## config.mk

```make
export PLATFORM = sky130hd
export DESIGN_NAME = ahb_mi_mux_pipe
export DESIGN_NICKNAME = d
export VERILOG_FILES = /design/src/rtl/ahb_package.sv /design/src/rtl/ahb_onehot_dec.sv /design/src/rtl/ahb_mi_mux_pipe.sv
export SDC_FILE = /design/constraint.sdc
export NUM_CORES = 1
export LEC_CHECK = 0
export BUFFER_PORTS_ARGS = -buffer_cell sky130_fd_sc_hd__clkbuf_2
export CAP_MARGIN = 15
export CORE_MARGIN = 8
export CORE_UTILIZATION = 29
export DETAILED_ROUTE_END_ITERATION = 10
export GPL_TIMING_DRIVEN = 0
export PLACE_DENSITY = 0.77
export RECOVER_POWER = 25
export SLEW_MARGIN = 15
export SYNTH_ARGS = -nofsm -noshare
export SYNTH_HDL_FRONTEND = slang
export SYNTH_SLANG_ARGS = --single-unit
export TNS_END_PERCENT = 10
```

## constraint.sdc

```tcl
create_clock -name hclk -period 2 [get_ports hclk]
set_clock_uncertainty 0.05 [all_clocks]
set_input_delay 0.4 -clock hclk [delete_from_list [all_inputs] [get_ports hclk]]
set_output_delay 0.4 -clock hclk [all_outputs]
set_load 0.01 [all_outputs]
```

## src/rtl/ahb_package.sv

```systemverilog
// rtl/ahb_package.sv - htrans encodings and one-hot helpers shared by the AHB slave-side mux
package ahb_package;

  typedef enum logic [1:0] {
    HTRANS_IDLE   = 2'b00,
    HTRANS_BUSY   = 2'b01,
    HTRANS_NONSEQ = 2'b10,
    HTRANS_SEQ    = 2'b11
  } htrans_e;

  // Helpers operate on a zero-extended vector so one definition serves every channel count
  localparam int MAX_CH = 32;

  function automatic logic is_onehot(input logic [MAX_CH-1:0] v);
    return (v != '0) && ((v & (v - MAX_CH'(1))) == '0);
  endfunction

  function automatic int onehot_to_idx(input logic [MAX_CH-1:0] v);
    int idx;
    idx = 0;
    for (int i = 0; i < MAX_CH; i++) begin
      if (v[i]) idx = i;
    end
    return idx;
  endfunction

endpackage

```

## src/rtl/ahb_onehot_dec.sv

```systemverilog
// rtl/ahb_onehot_dec.sv - one-hot/zero classification and index of a grant vector
module ahb_onehot_dec
  import ahb_package::*;
#(
  parameter int CHANNEL_NUM = 2,
  parameter int IDX_W       = (CHANNEL_NUM > 1) ? $clog2(CHANNEL_NUM) : 1
) (
  input  logic [CHANNEL_NUM-1:0] vec_i,
  output logic                   onehot_o,
  output logic                   zero_o,
  output logic [IDX_W-1:0]       idx_o
);

  logic [MAX_CH-1:0] vec_ext;

  always_comb begin
    vec_ext                  = '0;
    vec_ext[CHANNEL_NUM-1:0] = vec_i;
  end

  assign onehot_o = is_onehot(vec_ext);
  assign zero_o   = (vec_i == '0);
  assign idx_o    = IDX_W'(onehot_to_idx(vec_ext));

endmodule

```

## src/rtl/ahb_mi_mux_pipe.sv

```systemverilog
// rtl/ahb_mi_mux_pipe.sv - per-slave AHB multi-master mux routing address and data phases
// Address payload follows the live grant; write data follows a grant registered on hready.
module ahb_mi_mux_pipe
  import ahb_package::*;
#(
  parameter int CHANNEL_NUM = 2,
  parameter int ADDR_W      = 46,
  parameter int DATA_W      = 32,
  parameter int HTRANS_LSB  = 32,
  parameter int ERR_CNT_W   = 8
) (
  input  logic                   hclk,
  input  logic                   hreset_n,
  input  logic [ADDR_W-1:0]      addr_in [CHANNEL_NUM],
  input  logic [DATA_W-1:0]      wdata_in [CHANNEL_NUM],
  input  logic [CHANNEL_NUM-1:0] sel,
  input  logic                   hready,
  input  logic                   err_clr,
  output logic [ADDR_W-1:0]      addr_out,
  output logic [DATA_W-1:0]      wdata_out,
  output logic [CHANNEL_NUM-1:0] data_sel,
  output logic                   data_valid,
  output logic                   sel_err,
  output logic [ERR_CNT_W-1:0]   err_cnt
);

  localparam int IDX_W = (CHANNEL_NUM > 1) ? $clog2(CHANNEL_NUM) : 1;

  logic             sel_onehot, sel_zero;
  logic [IDX_W-1:0] sel_idx;
  logic             dsel_onehot, dsel_zero;
  logic [IDX_W-1:0] dsel_idx;
  logic [1:0]       htrans;
  logic             xfer_active;

  logic [CHANNEL_NUM-1:0] data_sel_q, data_sel_d;
  logic [ERR_CNT_W-1:0]   err_cnt_q, err_cnt_d;

  ahb_onehot_dec #(.CHANNEL_NUM(CHANNEL_NUM), .IDX_W(IDX_W)) u_sel_dec (
    .vec_i    (sel),
    .onehot_o (sel_onehot),
    .zero_o   (sel_zero),
    .idx_o    (sel_idx)
  );

  ahb_onehot_dec #(.CHANNEL_NUM(CHANNEL_NUM), .IDX_W(IDX_W)) u_dsel_dec (
    .vec_i    (data_sel_q),
    .onehot_o (dsel_onehot),
    .zero_o   (dsel_zero),
    .idx_o    (dsel_idx)
  );

  // An invalid grant drives an all-zero payload, which the slave sees as htrans IDLE
  assign addr_out    = sel_onehot ? addr_in[sel_idx] : '0;
  assign sel_err     = !sel_zero && !sel_onehot;
  assign htrans      = addr_out[HTRANS_LSB +: 2];
  assign xfer_active = (htrans == HTRANS_NONSEQ) || (htrans == HTRANS_SEQ);

  always_comb begin
    data_sel_d = data_sel_q;
    if (hready) begin
      data_sel_d = (sel_onehot && xfer_active) ? sel : '0;
    end
  end

  always_comb begin
    err_cnt_d = err_cnt_q;
    if (err_clr) begin
      err_cnt_d = '0;
    end else if (sel_err && hready && (err_cnt_q != '1)) begin
      err_cnt_d = err_cnt_q + ERR_CNT_W'(1);
    end
  end

  always_ff @(posedge hclk or negedge hreset_n) begin
    if (!hreset_n) begin
      data_sel_q <= '0;
      err_cnt_q  <= '0;
    end else begin
      data_sel_q <= data_sel_d;
      err_cnt_q  <= err_cnt_d;
    end
  end

  assign data_sel   = data_sel_q;
  assign data_valid = !dsel_zero;
  assign wdata_out  = dsel_onehot ? wdata_in[dsel_idx] : '0;
  assign err_cnt    = err_cnt_q;

endmodule

```

==> summary.log <==
INFO  status         outcome=finished with violations
INFO  status         violations=negative setup slack
INFO  timing         fin_setup_tns=-0.213ns
INFO  route          drt-met1-wl=3140µm
INFO  route          route.met3.wl=1020µm
INFO  floorplan      initial_core_util=30.1%
INFO  timing         fin_crit=2.06ns
INFO  timing         worst_pin_slew=0.582ns
INFO  placement      hpwl=8430µm
INFO  route          post-route-drc-count=0
INFO  critical_path  critical_path.endpoint_type=output port
INFO  job            drv.max_cap_violation_count=0
INFO  logic_synthesis synth_most_common_cell=sky130_fd_sc_hd__mux2i_1
INFO  clock_network  cts_root_buffer=sky130_fd_sc_hd__clkbuf_8
INFO  logic_synthesis synth_enable_flop_cells=0
INFO  placement      place_worst_setup_slack=-0.387ns
INFO  power_and_ir_drop peakVddDrop=200µV
INFO  clock_network  clkSlewWorstSetupHoldPaths=0.05ns
INFO  cells_and_area nets=657
INFO  grt            first_global_vias=2962
INFO  grt            wire_length_of_the_first_global_routing_pass=14900µm
INFO  power_and_ir_drop cellLeakagePower=2.05nW
INFO  placement      gp_congestion=0.843
INFO  logic_synthesis yosysSeqAreaShare=13.0%
INFO  clock_network  cts.htree.levels=1
INFO  grt            globalRouteTotalUtil=18.6%
INFO  route          uppermost_routed_layer=met4
INFO  route          dr_total_vias=2631
INFO  cells_and_area insertedDiodeCount=0
INFO  logic_synthesis post_synth_inst_count=233
INFO  timing         rsz0062_at_grt=true
INFO  critical_path  worst_path_required_time=1.55ns
INFO  route          drt-wirelength-per-cell=16.7µm
INFO  clock_network  worstSkewPairLatency=0.24ns
INFO  route          ant_nets=0
INFO  timing         headroom_to_the_max_slew_limit=61.2%
INFO  floorplan      die_area=0.00950mm²
INFO  power_and_ir_drop p_per_area=370mW/mm²
INFO  timing         clock.fmax=0.486GHz
INFO  cells_and_area syn2layout_area_growth=89.0%
INFO  logic_synthesis synthesis.yosys.warnings=0
INFO  timing         period_utilisation_layout=103%
INFO  timing         final_max_slew_viol_count=0
INFO  route          via_per_inst=4.63
INFO  route          drt_first_pass_iters=4
INFO  grt            grt_antenna_before_repair=0
INFO  floorplan      die_h=97.5µm
INFO  clock_network  clock-sinks=10
INFO  floorplan      row_count=29
INFO  route          violation_count_after_the_first_detailed_route_iteration=42
INFO  logic_synthesis netlist_area=0.00192mm²
INFO  power_and_ir_drop totalPowerFinal=0.00135W
INFO  clock_network  cts_tree=done
INFO  logic_synthesis post-synth-top-area-fraction=40.6%
INFO  grt            maximum_number_of_pins_on_one_net_before_global_route_repair=11
INFO  logic_synthesis syn_area_per_cell=8.26µm²
INFO  logic_synthesis synthDominantAreaCellType=sky130_fd_sc_hd__mux2i_1
INFO  logic_synthesis post_synth_most_frequent_cells=sky130_fd_sc_hd__mux2i_1 (78), sky130_fd_sc_hd__nor2b_1 (77), sky130_fd_sc_hd__dfrtp_1 (10), sky130_fd_sc_hd__nor2_1 (10), sky130_fd_sc_hd__clkbuf_1 (9)
INFO  clock_network  cts_buffers=3
INFO  logic_synthesis yosys_register_bits=10
INFO  critical_path  worst_setup_path_start_kind=flip-flop
INFO  critical_path  cp_max_fo=10
INFO  cells_and_area post_route_cells_drive_above_1_share=61.1%
INFO  route          routed_wirelength=9500µm
INFO  placement      buffer_ports.inserted=250
INFO  logic_synthesis ys.flop_type=sky130_fd_sc_hd__dfrtp_1
INFO  floorplan      die_x=97.5µm
INFO  timing         count_of_endpoints_failing_hold_in_the_final_timing_report=0
INFO  logic_synthesis ys_top_cells_by_area=sky130_fd_sc_hd__mux2i_1 (41%), sky130_fd_sc_hd__nor2b_1 (25%), sky130_fd_sc_hd__dfrtp_1 (13%)
INFO  logic_synthesis asyncSetResetFlopFracSynth=100%
INFO  min_path       min-delay-path-class=primary input to flip-flop
INFO  timing         final_critical_path_setup_slack=-0.0564ns
INFO  critical_path  critPathArrivalTime=1.61ns
INFO  floorplan      design.portCount=252
INFO  clock_network  clock_tree_buffer_depth=2
INFO  logic_synthesis mappedNetlistNets=398
INFO  grt            total_congestion_overflow=0
INFO  floorplan      core_area=0.00639mm²
INFO  logic_synthesis synth.distinct_cells=32
INFO  route          detailroute.wirelength.met2=5190µm
INFO  timing         setup_viol_count_final=13
INFO  critical_path  critical_path_class=flip-flop to output port
INFO  cells_and_area finish.utilization=57.0%
-- cell families after synthesis --
logic type | Yosys count | synth area share, %
and+or+nand+nor | 103 | 32.3
AOI/OAI and AO/OA | 11 | 4.94
muxes | 78 | 40.6
xor gates and xnor gates | 4 | 1.82
adders and majority gates | 3 | 1.95
DFF | 10 | 13.0
buffers and inverters | 24 | 5.40
-- power by group --
part | internal, W | switching [W]
Combinational | 0.000479 | 0.000400
Sequential | 0.000207 | 0.00000355
Clock | 0.000173 | 0.0000838
-- metal layers --
layer	vias to the layer above	global-route usage, %
li1	1313	-
met1	1155	16.1
met2	152	37.2
met3	11	8.04
met4	0	4.55
met5	-	0
-- final cells by class --
cell class | count | area, µm²
buffer | 19 | 185
clock buffer | 4 | 55.1
fill | 591 | 2750
inverter | 5 | 23.8
multi-input combinational | 199 | 1710
sequential | 10 | 250
tap | 77 | 96.3
timing repair buffer | 254 | 1320
-- path summary, 6_finish.rpt --
path	from	to	slack, ns	cells after the start
worst max-delay path	data_sel[1]	wdata_out[2]	-0.06	7
worst min-delay path	sel[0]	data_sel[0]	0.38	2
worst max register to register	err_cnt[0]	err_cnt[5]	0.29	5
worst min register to register	err_cnt[1]	err_cnt[1]	0.55	2
max in group asynchronous	hreset_n	err_cnt[3]	0.90	2
min in group asynchronous	hreset_n	err_cnt[4]	0.62	2
-- cells in the final DEF (no fill, tap or decap), drive strengths merged --
cell type	netlist	layout
nor2b	77	77
dlygate4sd3	0	1
o211ai	1	1
ha	3	3
o21ai	1	1
dfrtp	10	10
nand4	2	2
clkbuf	9	229
o22ai	1	1
mux2i	78	78
a21oi	2	2
a211oi	1	1
buf	10	47
or4	1	1
o31ai	1	1
nand2b	1	1
xor2	2	2
nand2	5	5
and2	1	1
and3	2	2
nor2	10	10
a21boi	1	1
nand3	2	2
xnor2	2	2
o2111ai	1	1
nor3	2	2
a31o	1	1
inv	5	5
a2111oi	1	1
-- through the flow --
stage / hold slack [ns] / instances / cell area, µm²
after global placement: 0.231 / 560 / 3280
after global routing: 0.381 / 568 / 3640
after CTS: 0.379 / 567 / 3510
final: 0.381 / 568 / 3640
after floorplan: 0.0544 / 233 / 1930
after detailed placement: 0.233 / 560 / 3280
-- repair_timing --
| action | CTS | global route |
|---|---|---|
| endpoints found under the hold margin | 10 | 0 |
| gates resized for setup | 43 | 60 |
| pin swaps | 1 | 1 |
| hold buffers | 1 | 0 |
| setup buffers | 2 | 1 |
| setup endpoints to repair | 72 | 52 |
-- sequential cells by signal (all words and copies together) (netlist names) --
signal,flops
err_cnt,8
data_sel,2
-- critical path, stage by stage (launching register included) --
cell	delay, ns
sky130_fd_sc_hd__dfrtp_1	0.36
sky130_fd_sc_hd__clkbuf_8	0.14
sky130_fd_sc_hd__buf_12	0.10
sky130_fd_sc_hd__inv_6	0.03
sky130_fd_sc_hd__ha_4	0.30
sky130_fd_sc_hd__buf_8	0.12
sky130_fd_sc_hd__nor2b_1	0.16
sky130_fd_sc_hd__buf_2	0.16
Note: power is estimated with default switching activity, not from simulation.
